<file path="config.mk">
export PLATFORM = sky130hd
export DESIGN_NAME = elapsed_time_meter
export DESIGN_NICKNAME = d
export VERILOG_FILES = /design/src/rtl/elapsed_time_meter_pkg.sv /design/src/rtl/elapsed_time_meter_tick_gen_ms.sv /design/src/rtl/elapsed_time_meter.sv
export SDC_FILE = /design/constraint.sdc
export NUM_CORES = 1
export LEC_CHECK = 0
export ABC_CLOCK_PERIOD_IN_PS = 4200
export CAP_MARGIN = 5
export CORE_ASPECT_RATIO = 0.5
export CORE_MARGIN = 2
export CORE_UTILIZATION = 35
export DETAILED_ROUTE_END_ITERATION = 10
export SETUP_SLACK_MARGIN = 0.1
export SLEW_MARGIN = 5
export SYNTH_ARGS = -nofsm -noshare
export SYNTH_HDL_FRONTEND = slang
export SYNTH_SLANG_ARGS = --single-unit
</file>
<file path="constraint.sdc">
create_clock -name clk -period 4.2 [get_ports clk]
set_clock_uncertainty 0.15 [all_clocks]
set_input_delay 1.05 -clock clk [delete_from_list [all_inputs] [get_ports clk]]
set_output_delay 1.05 -clock clk [all_outputs]
set_load 0.05 [all_outputs]
</file>
<file path="src/rtl/elapsed_time_meter_pkg.sv">
// Shared types and constants for the elapsed-time meter.
package elapsed_time_meter_pkg;

  typedef enum logic [1:0] {
    IDLE = 2'd0,
    RUN  = 2'd1,
    HOLD = 2'd2
  } state_t;

  localparam int BCD_W      = 4;
  localparam int NUM_DIGITS = 4;
  localparam int MAX_MS_DEF = 9999;

  // Add one to a packed BCD value; each digit rolls 9->0 and carries upward.
  function automatic logic [NUM_DIGITS*BCD_W-1:0] bcd_inc(
    input logic [NUM_DIGITS*BCD_W-1:0] v
  );
    logic [NUM_DIGITS*BCD_W-1:0] r;
    logic                        carry;
    r     = v;
    carry = 1'b1;
    for (int d = 0; d < NUM_DIGITS; d++) begin
      if (carry) begin
        if (v[d*BCD_W +: BCD_W] == 4'd9) begin
          r[d*BCD_W +: BCD_W] = '0;
        end else begin
          r[d*BCD_W +: BCD_W] = v[d*BCD_W +: BCD_W] + 4'd1;
          carry               = 1'b0;
        end
      end
    end
    return r;
  endfunction

endpackage

</file>
<file path="src/rtl/elapsed_time_meter_tick_gen_ms.sv">
// Millisecond prescaler: counts 0..TICKS_PER_MS-1 while enabled and flags
// the last count of each millisecond.
module tick_gen_ms #(
  parameter int TICKS_PER_MS = 50000
) (
  input  logic clk,
  input  logic rst,
  input  logic en,
  input  logic sync_clr,
  output logic tick
);

  localparam logic [15:0] LAST = 16'(TICKS_PER_MS - 1);

  logic [15:0] cnt;

  // tick is high for the whole cycle in which the counter sits at LAST,
  // so the consumer acts on the same edge at which the counter wraps.
  assign tick = en && (cnt == LAST);

  // Prescaler counter; a sync clear wins over counting.
  always_ff @(posedge clk) begin
    if (rst || sync_clr) begin
      cnt <= '0;
    end else if (en) begin
      cnt <= (cnt == LAST) ? '0 : cnt + 16'd1;
    end
  end

endmodule

</file>
<file path="src/rtl/elapsed_time_meter.sv">
// Measures start-to-stop interval in whole milliseconds with a saturating
// 4-digit BCD counter and a parallel binary copy.
module elapsed_time_meter
  import elapsed_time_meter_pkg::*;
#(
  parameter int TICKS_PER_MS = 50000,
  parameter int MAX_MS       = MAX_MS_DEF
) (
  input  logic        clk,
  input  logic        rst,
  input  logic        start,
  input  logic        stop,
  input  logic        clear,
  output logic [15:0] elapsed_bcd,
  output logic [13:0] elapsed_bin,
  output logic        busy,
  output logic        done,
  output logic        overflow
);

  localparam logic [13:0] LAST_BIN = 14'(MAX_MS - 1);

  state_t state;
  logic   tick;
  logic   start_ok;

  // start is only honoured outside RUN; re-arming needs a stop first.
  assign start_ok = start && (state != RUN);

  tick_gen_ms #(
    .TICKS_PER_MS(TICKS_PER_MS)
  ) u_tick (
    .clk     (clk),
    .rst     (rst),
    .en      (state == RUN),
    .sync_clr(clear || start_ok),
    .tick    (tick)
  );

  // Control FSM and counters: rst > clear > stop/tick in RUN > start.
  always_ff @(posedge clk) begin
    if (rst) begin
      state       <= IDLE;
      elapsed_bcd <= '0;
      elapsed_bin <= '0;
      busy        <= 1'b0;
      done        <= 1'b0;
      overflow    <= 1'b0;
    end else if (clear) begin
      // Abandons any measurement without a done pulse.
      state       <= IDLE;
      elapsed_bcd <= '0;
      elapsed_bin <= '0;
      busy        <= 1'b0;
      done        <= 1'b0;
      overflow    <= 1'b0;
    end else begin
      done <= 1'b0;
      case (state)
        RUN: begin
          // A tick coinciding with stop is still counted in the held value.
          if (tick) begin
            elapsed_bcd <= bcd_inc(elapsed_bcd);
            elapsed_bin <= elapsed_bin + 14'd1;
            if (elapsed_bin == LAST_BIN) begin
              overflow <= 1'b1;
              done     <= 1'b1;
              busy     <= 1'b0;
              state    <= HOLD;
            end
          end
          if (stop) begin
            done  <= 1'b1;
            busy  <= 1'b0;
            state <= HOLD;
          end
        end
        default: begin
          // IDLE and HOLD: stop is ignored, start begins a fresh run.
          if (start) begin
            state       <= RUN;
            elapsed_bcd <= '0;
            elapsed_bin <= '0;
            busy        <= 1'b1;
            overflow    <= 1'b0;
          end
        end
      endcase
    end
  end

endmodule

</file>
* Word-level counts from Yosys, hierarchy flattened
Cells that the tools add are included.
** Storage, ports and cells
- Bits in registers :: 51
- Output and inout bits :: 33
- Input bits :: 5
- Word-level logic and storage cells :: 93
** Cells by class
- Multiplexer cells :: 48
- Reduce and logical (&&, ||, !) cells :: 13
- Add/sub/neg operators :: 6
- Equality and inequality tests :: 15
- Bitwise operators :: 1
** Operators by type and width (number)
- 16-bit 2-to-1 mux :: 4
- 14-bit 2-to-1 mux :: 3
- 1-bit 2-to-1 mux :: 29
- 4-bit 2-to-1 mux :: 7
- 16-bit by 1-bit adder with 16-bit output, second input constant :: 1
- 4-bit by 1-bit adder with 4-bit output, second input constant :: 4
- 16-bit == test, second input constant :: 1
- 4-bit == test, second input constant :: 4
- 3-bit AND reduction :: 5
- 14-bit by 1-bit adder with 14-bit output, second input constant :: 1
- 14-bit == test, second input constant :: 1
- 2-bit 2-to-1 mux :: 5
- 2-bit inequality test, second input constant :: 5
- 3-bit inequality test, second input constant :: 2
- 3-bit OR reduction :: 1
- 2-bit by 1-bit == test with 1-bit output, second input constant :: 1
- 1-bit logical AND :: 2
- 1-bit logical OR :: 2
- 2-bit by 1-bit inequality test with 1-bit output, second input constant :: 1
- 2-bit AND reduction :: 1
- 2-bit nonzero test :: 1
- 2-bit OR reduction :: 1
- 1-bit NOT :: 1

* Depth between registers and ports, before layout
Gate-level depths: netlist of the first run.
- Depth in word-level cells :: 19
- Mapped depth :: 7

* Hierarchy
From an unflattened synthesis of the first run, not the netlist that was laid out.
** Second synthesis, totals
- Cell total of the unflattened synthesis :: 310
- Area total of the unflattened synthesis :: 2616.3 um^2
** By module, submodules not included
- elapsed_time_meter :: seq. area each 680.7 um^2, instances 1, area each 1876.8 um^2, cells each 227
- tick_gen_ms :: seq. area each 320.3 um^2, instances 1, area each 739.5 um^2, cells each 83

* Least setup slack after synthesis of the first run
Ideal clock, no wire load.
- Path kind :: reg-to-reg
- Start :: reg state[0]
- End :: reg elapsed_bin[11]
- Path slack :: 1631 ps
- Clock period less this slack :: 2569 ps
- Buffers on the path :: 1
- Stages on the path, launching flop included :: 7
- Required time :: 3980 ps
- Arrival :: 2348 ps
- Setup time :: 70 ps
- Cell sequence :: dfxtp_1 > nand3b_1 > or2_2 > clkbuf_1 > or3_1 > or3_1 > a21oi_1
** On the way
- Word-level cells in the longest chain between the ends :: 4
- Elaborated cells on any way between the ends :: 6
** Ends and longest elaborated chain
- start, declared :: line elapsed_time_meter.sv:23 : state_t state;
- start signal, assigned :: line elapsed_time_meter.sv:43 : state <= IDLE;
- start signal, assigned :: line elapsed_time_meter.sv:51 : state <= IDLE;
- start signal, assigned :: line elapsed_time_meter.sv:69 : state <= HOLD;
- 2-bit by 1-bit == test with 1-bit output * :: line elapsed_time_meter.sv:35, elapsed_time_meter.sv:59
- 1-bit logical AND :: line elapsed_time_meter_tick_gen_ms.sv:19 : assign tick = en && (cnt == LAST);
- 2-bit inequality test (no source line)
- 2-bit AND reduction (no source line)
- end signal, assigned :: line elapsed_time_meter.sv:64 : elapsed_bin <= elapsed_bin + 14'd1;
- end, declared :: line elapsed_time_meter.sv:15 : output logic [13:0] elapsed_bin,
Mark *: on every way between the ends. The rest lies on a longest branch, timed or not.
A chain may end at the register's enable or synchronous reset.

* Final worst setup path of the first run
- Start :: in clear
- End :: reg u_tick.cnt[1]
** On the way
- Word-level cells in the longest chain between the ends :: 2
** Ends and longest elaborated chain
- start, declared :: line elapsed_time_meter.sv:13 : input logic clear,
- 1-bit logical OR :: line elapsed_time_meter.sv:36 : .sync_clr(clear || start_ok),
- 1-bit logical OR :: line elapsed_time_meter_tick_gen_ms.sv:23 : if (rst || sync_clr) begin
- end signal, assigned :: line elapsed_time_meter_tick_gen_ms.sv:26 : cnt <= (cnt == LAST) ? '0 : cnt + 16'd1;
- end, declared :: line elapsed_time_meter_tick_gen_ms.sv:15 : logic [15:0] cnt;
No other way between the ends.

==> flow_summary.json, run 1 <==
{
  "status": "finished, final reports clean",
  "kind_of_critical_path": "in2reg",
  "dp.final_hpwl_mm": 4.61,
  "worstMarginPinSlew_ns": 0.809,
  "synthFlopType": "sky130_fd_sc_hd__dfxtp_1",
  "design.portCount": 38,
  "chipWidth_um": 125,
  "r2r_setup_slack_ns": 1.43,
  "grt_setup_unrepaired": "false",
  "area_growth_syn_to_layout_pct": 24.9,
  "path_max_fanout": 20,
  "critPathCaptureType": "register",
  "design.die.area_um2": 8070,
  "synth-seq-cells": 50,
  "initial_utilization_pct": 37.2,
  "wire_length_per_cell_after_detailed_routing_um": 14.6,
  "drt_drc_violations_left": 0,
  "post-route-period-util_pct": 67.8,
  "totalNegativeSetupSlack_ns": 0,
  "post-route-cell-area_um2": 3200,
  "leakage_nw": 1.09,
  "tritoncts": "done",
  "antenna_cells_inserted": 0,
  "grt_antenna_before_repair": 0,
  "vias": 2385,
  "synth_enable_flop_cells": 0,
  "ant_nets": 0,
  "synth_largest_type_area_fraction_pct": 39.0,
  "timing.critical_path.slowest_stage_cell": "sky130_fd_sc_hd__or2_2",
  "cp_num_buf_inv": 1,
  "rows": 21,
  "h-tree-depth": 2,
  "synth_compound_gate_area_share_pct": 11.2,
  "io_buffer_count": 37,
  "holdPathStages": 2,
  "worst_hold_slack_ns": 0.319,
  "clk-insertion-delay-late_ns": 0.29,
  "numCtsBuffers": 5,
  "synth_cell_type_count": 47,
  "cell_by_cell_trace_of_the_critical_path": "clkdlybuf4s50_1, or2_2, nor2_1, nand2_1, a21oi_1",
  "nets": 361,
  "routed_via_density": 5.46,
  "tightest_slew_margin_relative_to_the_limit_pct": 45.6,
  "worst_setup_hold_path_clk_slew_ns": 0.06,
  "cts_num_sinks": 50,
  "min_delay_worst_endpoint": "overflow",
  "synth.cell_area_um2": 2560,
  "r2r.worst_path.cells": 5,
  "core_area_um2": 6880,
  "synth_xor_xnor_area_share_pct": 6.15,
  "chipHeight_um": 64.5,
  "timing.critical_path.arrival_ns": 2.91,
  "syn-num-nets": 322,
  "rr_startpoint": "u_tick.cnt[6]",
  "p_per_area_nw_per_um2": 305,
  "cp_data_required_time_ns": 4.26,
  "ys_async_sr_fraction_pct": 0,
  "synth.area.mux_share_pct": 1.27,
  "postSynthAreaPerCell_um2": 8.38,
  "post_synth_inst_count": 306,
  "dpl_worst_slack_ns": 1.03,
  "placed_cell_area_um2": 3030,
  "drive_above_1_share_pct": 5.80,
  "drt_first_pass_iters": 4,
  "maxSlewViolCount": 0,
  "ys_seq_area_share_pct": 39.0,
  "setup_viol": 0,
  "grt_usage_pct": 16.5,
  "crit-reg2reg-capture": "elapsed_bcd[14]",
  "cts.root.buffer_cell": "sky130_fd_sc_hd__clkbuf_16",
  "crit_path_start_kind": "input pin",
  "cts_hold_buffers": 0,
  "post_synth_adder_cell_area_pct": 5.37,
  "timing.final.ws_setup_ns": 1.35,
  "synthSimpleGateAreaFrac_pct": 34.3,
  "synth-warning-count": 0,
  "finalWorstPathRequiredPeriod_ns": 2.85,
  "globalRouteOverflowTotal": 0,
  "drtIter0Drc": 186,
  "hp-class": "reg2reg",
  "first_global_vias": 2288,
  "fmax_mhz": 351,
  "grt_pass1_wl_mm": 10.9,
  "power.ir.vdd_worst_mv": 0.165,
  "cp_slowest_stage_delay_ns": 0.48,
  "drv.max_cap_violation_count": 0,
  "hold_viol": 0,
  "cts.repair_timing.setup_buffer_count": 0,
  "detail_route.wirelength_mm": 6.36,
  "hold_path_startpoint": "overflow",
  "ys_top_cells_by_area": "sky130_fd_sc_hd__dfxtp_1 (39%), sky130_fd_sc_hd__nor2_1 (5.4%), sky130_fd_sc_hd__ha_1 (5.4%)",
  "cts_repair_resize_count": 0,
  "synth_largest_area_cell": "sky130_fd_sc_hd__dfxtp_1",
  "gpl_congestion": 0.838,
  "crit_path_max_delay_family": "simple AND/OR/NAND/NOR gates",
  "clock_path_buffers": 2,
  "dominant_combinational_cell_family_by_area_after_synthesis": "simple AND/OR/NAND/NOR gates",
  "pin_count_of_the_biggest_net_entering_global_routing": 21
}
[synthesized netlist by cell type, drive strengths merged, types with 2 or more instances]
master / number
ha: 11
nand2b: 3
or4b: 3
a211o: 2
and2: 2
xor2: 12
nor3: 10
nand2: 33
a32o: 2
o211ai: 2
and3: 10
nand3: 21
nand4b: 3
clkbuf: 5
o21a: 3
inv: 12
or3: 6
or4: 5
nor4bb: 2
dfxtp: 50
and4: 2
mux2: 2
nand3b: 4
nor4: 7
or2: 3
nor2: 37
a21oi: 17
o21ai: 10
a31oi: 3
nand4: 7
xnor2: 6
[logic make-up after synthesis]
kind of cell,count (synthesis)
DFF,50
adders and majority gates,11
xor gates and xnor gates,18
muxes,3
buffers and inverters,18
AOI/OAI and AO/OA,45
and+or+nand+nor,161
[sequential cells by signal, summed over array words and instances, names as in the netlist]
signal / cells
done: 1
elapsed_bin: 14
overflow: 1
state: 2
elapsed_bcd: 16
u_tick.cnt: 16
[routing by layer]
layer	global-route usage [%]	vias to the layer above	share of wire [%]
met5	0	-	0
met1	21.2	1162	49
li1	-	1173	-
met2	27.4	48	46
met3	4.05	2	4.5
met4	5.42	0	0.57
[cell usage in the layout, fill, tap and decap left out, drive strengths merged, types with 3 or more instances in the layout]
master / count
nand3: 21
a31oi: 3
nand3b: 4
dfxtp: 50
o21ai: 10
or2: 3
or3: 6
xor2: 12
nand2: 33
nor2: 37
clkdlybuf4s50: 37
inv: 12
or4b: 3
nor4: 7
nand4: 7
ha: 11
or4: 5
o21a: 3
and3: 10
nor3: 10
nand4b: 3
xnor2: 6
nand2b: 3
clkbuf: 6
a21oi: 17
[worst max-delay path by stage]
stage          cells after the start              end  slack, ns           from
3_5_place_dp                       5   u_tick.cnt[15]       1.03          clear
2_1_floorplan                      6  elapsed_bin[11]       1.63       state[0]
4_1_cts                            5   u_tick.cnt[15]       1.33          clear
6_report                           5    u_tick.cnt[1]       1.35          clear
3_3_place_gp                       5    u_tick.cnt[1]       1.11          clear
5_1_grt                            5  elapsed_bcd[12]       1.20  u_tick.cnt[6]
[worst register-to-register path: stages (launching register included)]
cell and delay (ns):
sky130_fd_sc_hd__dfxtp_1 0.43, sky130_fd_sc_hd__nor4b_4 0.60, sky130_fd_sc_hd__nand3_1 0.39, sky130_fd_sc_hd__nor4_1 0.66
sky130_fd_sc_hd__nand3_1 0.26, sky130_fd_sc_hd__o21ai_0 0.21
[stage by stage]
step | instances | utilization (%) | power, mW
6_report | 437 | 46.5 | 0.978
5_1_grt | 437 | 46.5 | 1.01
4_1_cts | 437 | 46.5 | 0.988
3_5_place_dp | 430 | 44.1 | 0.524
3_3_place_gp | 430 | 44.1 | 0.523
2_1_floorplan | 306 | - | 0.510
[layout make-up]
class / count / area, um2
Timing Repair Buffer: 38 / 378
Clock inverter: 1 / 30.0
Sequential cell: 50 / 1000
Clock buffer: 6 / 139
Inverter: 12 / 45.0
Multi-Input combinational cell: 238 / 1490
Fill cell: 684 / 3680
Tap cell: 92 / 115
[power breakdown]
group	switching, mW	total, mW	internal (mW)
logic	0.0266	0.0375	0.0109
clock network	0.170	0.464	0.294
registers	0.00106	0.476	0.475
(Power assumes the default switching activity.)
==> run 2: changes to the inputs <==
Settings changed: ABC_CLOCK_PERIOD_IN_PS 4200 to 2400.
Clock period 4.2 ns to 2.4 ns, I/O delays scaled along.
==> flow_summary.json, run 2 (synthesized netlist as in run 1, its figures left out) <==
{
  "status": "finished, final reports clean",
  "ant_nets": 0,
  "clock_path_buffers": 2,
  "p_seq_share_pct": 51.1,
  "switching_power_uw": 373,
  "min_delay_worst_endpoint": "overflow",
  "combPwrFrac_pct": 5.6,
  "setup_viol": 0,
  "io_buffer_count": 37,
  "layout_commonest_cell": "sky130_fd_sc_hd__dfxtp_1",
  "holdPathStages": 2,
  "finalWorstPathRequiredPeriod_ns": 2.27,
  "cts_num_sinks": 50,
  "grt_setup_unrepaired": "true",
  "fillers": 686,
  "antenna_cells_inserted": 0,
  "gpl_congestion": 0.849,
  "drv.max_cap_violation_count": 0,
  "design.die.area_um2": 8070,
  "totalNegativeSetupSlack_ns": 0,
  "hold_path_startpoint": "overflow",
  "hp-class": "reg2reg",
  "crit-reg2reg-capture": "elapsed_bcd[3]",
  "critPathCaptureType": "output pin",
  "intPower_mw": 1.25,
  "rr_startpoint": "u_tick.cnt[12]",
  "drive_above_1_share_pct": 16.1,
  "crit_path_max_delay_family": "buffers and inverters",
  "nets": 387,
  "p_clk_share_pct": 43.3,
  "core_area_um2": 6880,
  "power_switching_share_pct": 23.0,
  "kind_of_critical_path": "reg2out",
  "initial_utilization_pct": 37.2,
  "rows": 21,
  "p_per_area_nw_per_um2": 471,
  "drtIter0Drc": 118,
  "grt_usage_pct": 16.6,
  "tightest_slew_margin_relative_to_the_limit_pct": 66.0,
  "fmax_mhz": 441,
  "area_growth_syn_to_layout_pct": 34.6,
  "worst_setup_hold_path_clk_slew_ns": 0.07,
  "worstMarginPinSlew_ns": 0.509,
  "maxSlewViolCount": 0,
  "final-seq-area_um2": 1020,
  "mostFrequentLayoutCells": "sky130_fd_sc_hd__dfxtp_1 (44), sky130_fd_sc_hd__nor2_1 (37), sky130_fd_sc_hd__nand2_1 (33)",
  "numCtsBuffers": 5,
  "top_regs": "elapsed_bcd: 16 flops, u_tick.cnt: 16 flops, elapsed_bin: 14 flops",
  "cp_slowest_stage_delay_ns": 0.83,
  "power.ir.vdd_worst_mv": 0.240,
  "globalRouteOverflowTotal": 0,
  "timing.critical_path.arrival_ns": 1.52,
  "total_power_mw": 1.62,
  "timing.final.ws_setup_ns": 0.135,
  "drt_first_pass_iters": 4,
  "r2r_setup_slack_ns": 0.15,
  "cp_num_buf_inv": 1,
  "pin_count_of_the_biggest_net_entering_global_routing": 19,
  "r2r.worst_path.cells": 6,
  "routed_via_density": 5.27,
  "vias": 2447,
  "tritoncts": "done",
  "wire_length_per_cell_after_detailed_routing_um": 14.4,
  "first_global_vias": 2313,
  "hold_viol": 0,
  "multiInputGateArea_um2": 1530,
  "timing.critical_path.slowest_stage_cell": "sky130_fd_sc_hd__clkdlybuf4s50_1",
  "grt_antenna_before_repair": 0,
  "cell_by_cell_trace_of_the_critical_path": "clkdlybuf4s50_1",
  "crit_path_start_kind": "register",
  "chipHeight_um": 64.5,
  "grt_pass1_wl_mm": 11.0,
  "post-route-period-util_pct": 94.4,
  "detail_route.wirelength_mm": 6.69,
  "clk-insertion-delay-late_ns": 0.29,
  "h-tree-depth": 2,
  "cp_data_required_time_ns": 1.65,
  "drt_drc_violations_left": 0,
  "cts.root.buffer_cell": "sky130_fd_sc_hd__clkbuf_16",
  "leakage_nw": 1.46,
  "chipWidth_um": 125,
  "dpl_worst_slack_ns": 0.0159,
  "path_max_fanout": 5,
  "dp.final_hpwl_mm": 5.08,
  "design.portCount": 38
}
==> run 2: cell count changes in the layout (fill, tap and decap cells not counted), sizes merged <==
cell,before,now
buf,1,30
bufinv,1,0
clkbuf,6,5
clkdlybuf4s50,37,16
clkinv,0,2
clkinvlp,0,1
dlygate4sd2,0,7
dlymetal6s2s,0,11
==> run 2: final cells by class <==
type                       count  area share [%]
multi-input combinational    238            44.4
sequential                    50            29.5
timing repair buffer          64            17.3
clock buffer                   5            3.63
tap                           92            3.34
inverter                      12            1.31
clock inverter                 3           0.617
==> run 2: how the worst max path moves through the flow <==
stage                        start               to  cells after the start
floorplan            u_tick.cnt[0]  elapsed_bin[11]                      7
global placement    u_tick.cnt[11]   elapsed_bcd[6]                      5
detailed placement           clear   elapsed_bcd[7]                      6
CTS                 u_tick.cnt[12]   elapsed_bcd[3]                      6
global route         u_tick.cnt[1]   elapsed_bcd[9]                      7
finish              elapsed_bcd[2]   elapsed_bcd[2]                      1
==> run 2: stage by stage <==
stage	hold WS, ns	instances	util [%]	area (um2)
floorplan	0.304	306	-	2570
CTS	0.312	462	49.1	3380
global placement	0.297	451	46.5	3200
finish	0.309	464	50.1	3450
detailed placement	0.302	451	46.5	3200
global route	0.337	464	50.1	3450
==> run 2: per-layer routing <==
metal | wire length [um] | vias up | GRT usage (%) | part of all wire [%]
met2 | 2980 | 49 | 26.8 | 45
met3 | 335 | 2 | 4.05 | 5.0
met5 | 0 | - | 0 | 0
met1 | 3350 | 1168 | 22.9 | 50
met4 | 27 | 0 | 2.78 | 0.40
li1 | - | 1228 | - | -
==> run 2: what timing repair did <==
action / 4_1_cts / 5_1_grt
pin swaps: 4 / 8
hold buffers: 0 / 0
buffers inserted: 3 / 2
endpoints found under the setup margin: 11 / 30
hold endpoints to repair: 0 / 0
gates resized for setup: 13 / 20
==> run 2: power groups by stage <==
stage	registers, mW	logic (mW)	clock network [mW]
2_1_floorplan	0.855	0.0375	0
3_3_place_gp	0.851	0.0829	0
3_5_place_dp	0.851	0.0837	0
4_1_cts	0.831	0.0887	0.722
5_1_grt	0.830	0.0968	0.759
6_report	0.830	0.0903	0.704
==> RTL edit 1: new RTL, config.mk and constraints of run 2 <==
Encoding of `state_t`: now one-hot (3 bits for 3 states).
--- a/src/rtl/elapsed_time_meter_pkg.sv
+++ b/src/rtl/elapsed_time_meter_pkg.sv
@@ -2,8 +2,8 @@
 package elapsed_time_meter_pkg;
 
-  typedef enum logic [1:0] {
-    IDLE = 2'd0,
-    RUN  = 2'd1,
-    HOLD = 2'd2
+  typedef enum logic [2:0] {
+    IDLE = 3'b001,
+    RUN  = 3'b010,
+    HOLD = 3'b100
   } state_t;
 
Formal check against the unedited RTL: no difference found for any inputs over 10 cycles, from zero or initial values; not proved beyond that.
==> RTL edit 1 against run 2 <==
  * The run now ends with negative setup slack left
  * Sequential share of layout area down 2.0 points
  * Count of clock-buffer cells in the layout increased by 1
  * Cell count is 6.0% higher
  * Total power increased by 12%
  * Fmax is 8.9% lower
  * Routed wire length grew 17%
  * Area after synthesis up 3.7%
  * Critical path depth is 4 higher
  * Worst setup slack worse by 0.22 ns
  * Clock power increased by 25%
  * Sequential cell count rose by 1
  * Design area up 8.5%
  * Utilization is 0.83 points higher
  * Critical path type is now reg2reg
  * Largest cell class unchanged
  * Highest routed layer unchanged
==> RTL edit 1: results (changes against run 2) <==
Layout:
- The fraction of layout instances using a drive strength above 1 is 20.96% (was 16.13%).
- The number of nets in the layout is 411 (was 387).

Global route:
- The global routing met2 resource utilization is 29.50% (was 26.83%).
- The maximum number of pins on one net before global-route repair is 23 (was 19).
- The total routing resource utilization after global routing came to 18.29% (was 16.56%).
- The met3 track demand over resource in global routing is 3.420% (was 4.046%).
- The via count of the first global-routing pass is 2532 (was 2313).
- The wire length of the first global-routing pass was 12.18 mm (was 11.03 mm).

Synth:
- The mux contribution to synthesized area is 1.130% (was 1.269%).
- The net count of the mapped netlist was 342 (was 322).
- The average cell area after synthesis is 8.152 um2 (was 8.378 um2).
- The register area share after synthesis is 38.42% (was 39.04%).
- The fraction of the mapped netlist area in adder cells came to 5.179% (was 5.368%).
- The area share of xor/xnor cells in the synthesized design is 4.944% (was 6.149%).
- Most used standard cells in the synthesized netlist: dfxtp_1 (51), nand2_1 (37), nor2_1 (35) (was dfxtp_1 (50), nor2_1 (37), nand2_1 (33)).
- Synth area leaders: dfxtp_1 (38%), nand2_1 (5.2%), ha_1 (5.2%) (was dfxtp_1 (39%), nor2_1 (5.4%), ha_1 (5.4%)).

Route:
- The sum of routed wire segments on met1 was 3.745 mm (was 3.346 mm).
- The amount of wire on met2 after detailed routing came to 3.621 mm (was 2.976 mm).
- The initial detailed-routing violation count is 201 (was 118).
- The post-detailed-route via-to-cell ratio is 5.490 (was 5.274).
- The number of search-and-repair iterations in the first detailed-routing pass is 5 (was 4).
- The detailed-route wire length is 7.813 mm (was 6.685 mm).
- The routed length on met3 is 324 um (was 335 um).

Timing:
- The worst setup margin came to -0.08506 ns (was 0.1349 ns).
- The relative max-transition margin came to 45.48% (was 66.01%).
- The aggregate negative setup slack came to -0.3035 ns (was 0 ns).
- The number of endpoints failing setup at the final stage is 9 (was 0).

Outcome:
- Result of the run: finished, violations left (was finished clean).
- The checks that failed: negative setup slack.

Power:
- The combinational power is 0.0912 mW (was 0.0903 mW).
- The clock network power is 0.882 mW (was 0.704 mW).
- The leakage power of the design is 1.488 nW (was 1.462 nW).
- The net load switching power is 0.3809 mW (was 0.3727 mW).
- The worst ir drop on vdd was 292.2 uV (was 239.9 uV).

Clocking:
- The number of instances resized during post-cts repair is 31 (was 13).

Placement:
- The post-detailed-placement half-perimeter wirelength was 5.214 mm (was 5.075 mm).
- The area of placed instances is 3317 um2 (was 3199 um2).
- The number of placed instances with taps included is 475 (was 451).
- The final RePlAce weighted congestion is 0.8206 (was 0.8493).

Worst setup path:
- The data arrival at the endpoint of the critical path is 2.56 ns (was 1.52 ns).
==> RTL edit 1: worst paths after layout <==
check | cells after the start | end | slack, ns | from
max | 5 | elapsed_bcd[4] | -0.09 | u_tick.cnt[7]
max reg2reg | 5 | elapsed_bcd[4] | -0.09 | u_tick.cnt[7]
min reg2reg | 2 | overflow | 0.32 | overflow
min | 2 | overflow | 0.32 | overflow
==> RTL edit 1: critical path, cell delays in order (launching register included) <==
cell,delay [ns]
dfxtp_2,0.32
or4b_4,0.52
or4b_4,0.53
o21a_4,0.24
or4_4,0.53
a21oi_2,0.13
==> RTL edit 1: area by class of cell <==
cell class / count / area, um2
fill: 681 / 3606
multi-input combinational: 251 / 1667
sequential: 51 / 1027
timing repair buffer: 75 / 700.7
clock buffer: 6 / 150.1
tap: 96 / 120.1
inverter: 11 / 41.29
clock inverter: 2 / 37.54
==> RTL edit 2: new RTL, flow settings as in run 2 <==
Without the edit above. `MAX_MS_DEF`: 9999 -> 8192.
--- a/src/rtl/elapsed_time_meter_pkg.sv
+++ b/src/rtl/elapsed_time_meter_pkg.sv
@@ -10,5 +10,5 @@
   localparam int BCD_W      = 4;
   localparam int NUM_DIGITS = 4;
-  localparam int MAX_MS_DEF = 9999;
+  localparam int MAX_MS_DEF = 8192;
 
   // Add one to a packed BCD value; each digit rolls 9->0 and carries upward.
Function: same outputs for any inputs over 10 cycles, from zero or initial values; that may be too few to reach the edited logic, so the function may still have changed.
==> RTL edit 2 against run 2 <==
  * Total power grew 5.9%
  * Worst setup slack worse by 0.0041 ns
  * Area after synthesis up 3.6%
  * Largest power group unchanged
  * Utilization down 4.5 points
  * Design area is 2.8% lower
  * Routed wire length fell by 3.0%
  * Sequential cell count stayed put
  * Cell count decreased by 2.2%
  * Global-route usage about the same
  * Sequential power increased by 0.7%
  * Count of clock-buffer cells in the layout increased by 1
  * Clock power is 14% higher
  * Sequential share of layout area grew 0.59 points
==> RTL edit 2: results (changes against run 2) <==
Power:
- The clock network power came to 0.800 mW (was 0.704 mW).
- The power density over the cells was 512.8 nW/um2 (was 470.8 nW/um2).
- The worst ir drop on vdd came to 261.4 uV (was 239.9 uV).
- The combinational power came to 0.0831 mW (was 0.0903 mW).
- The internal power component is 1.353 mW (was 1.251 mW).

Synth:
- The count of cell types in the netlist came to 56 (was 47).
- The mux contribution to synthesized area came to 2.262% (was 1.269%).
- Most used standard cells in the synthesized netlist: dfxtp_1 (50), nor2_1 (35), a21oi_1 (26), nand2_1 (26), nand3_1 (18) (was dfxtp_1 (50), nor2_1 (37), nand2_1 (33)).
- The fraction of the mapped netlist area in compound gates is 12.21% (was 11.22%).
- The net count of the mapped netlist is 327 (was 322).
- The area share of xor/xnor cells in the synthesized design was 5.608% (was 6.149%).
- The register area share after synthesis came to 37.70% (was 39.04%).
- The average cell area after synthesis is 8.510 um2 (was 8.378 um2).

Timing:
- The worst hold margin is 0.3112 ns (was 0.3092 ns).
- The actual slew at the worst max-slew pin is 0.5231 ns (was 0.5091 ns).

Placement:
- The area of placed instances is 3168 um2 (was 3199 um2).
- The final RePlAce weighted congestion is 0.8250 (was 0.8493).

Outcome:
- Result of the run: finished clean (unchanged).

Worst setup path:
- The launching point of the worst reg2reg path is elapsed_bin[0] (was u_tick.cnt[12]).
- The endpoint of the worst-slack reg-to-reg timing path is elapsed_bin[12] (was elapsed_bcd[3]).
- The stage delay of the slowest cell on the critical path is 0.83 ns (about the same).
- The peak fanout along the critical path is 4 (was 5).
- The internal reg-to-reg setup slack came to 0.18 ns (was 0.15 ns).

Route:
- The detailed-route wire length came to 6.483 mm (was 6.685 mm).
- The total vias in the final route is 2362 (was 2447).

Global route:
- The wire length of the first global-routing pass came to 11.14 mm (was 11.03 mm).
- The maximum number of pins on one net before global-route repair is 23 (was 19).

Layout:
- The count of fill cells added during filler insertion was 729 (was 686).
- The fraction of layout instances using a drive strength above 1 came to 12.57% (was 16.13%).
- The number of nets in the layout is 372 (was 387).

Clocking:
- The deepest level of the CTS H-tree is 2 (unchanged).
==> RTL edit 2: cell type report <==
cell class                 count  area (um2)  share of cell area [%]
clock buffer                   6       128.9                   3.843
inverter                      12       45.04                   1.343
clock inverter                 2       37.54                   1.119
tap                           96       120.1                   3.582
timing repair buffer          48       467.9                   13.96
sequential                    50        1007                   30.04
multi-input combinational    240        1546                   46.12
==> RTL edit 2: worst max-delay path by stage <==
stage | startpoint | endpoint | slack, ns | depth (start not counted)
3_3_place_gp | clear | elapsed_bcd[10] | 0.22 | 5
2_1_floorplan | elapsed_bin[3] | elapsed_bin[12] | 0.11 | 5
5_1_grt | elapsed_bin[0] | elapsed_bin[12] | 0.09 | 6
4_1_cts | elapsed_bin[8] | elapsed_bin[8] | 0.10 | 1
3_5_place_dp | elapsed_bin[0] | elapsed_bin[12] | 0.17 | 6
6_report | elapsed_bcd[9] | elapsed_bcd[9] | 0.13 | 1
==> RTL edit 2: per-layer routing <==
metal	track usage, %	vias up	wire (um)
met4	4.808	0	34
met1	22.32	1112	3122
li1	-	1200	-
met5	0	-	0
met2	27.22	48	3042
met3	3.420	2	284
==> RTL edit 2: per-stage QoR <==
stage	utilization [%]	setup WS [ns]
finish	45.62	0.1308
global route	45.62	0.08580
CTS	45.23	0.1032
detailed placement	43.11	0.1687
global placement	43.11	0.2191
floorplan	-	0.1107
==> RTL edit 2: what timing repair did <==
item                                    4_1_cts  5_1_grt
buffers inserted                              0        0
cloned                                        0        0
endpoints found under the setup margin        8       19
pin swaps                                     0        0
hold buffers                                  0        0
gates resized for setup                       8       13
hold endpoints to repair                      0        0
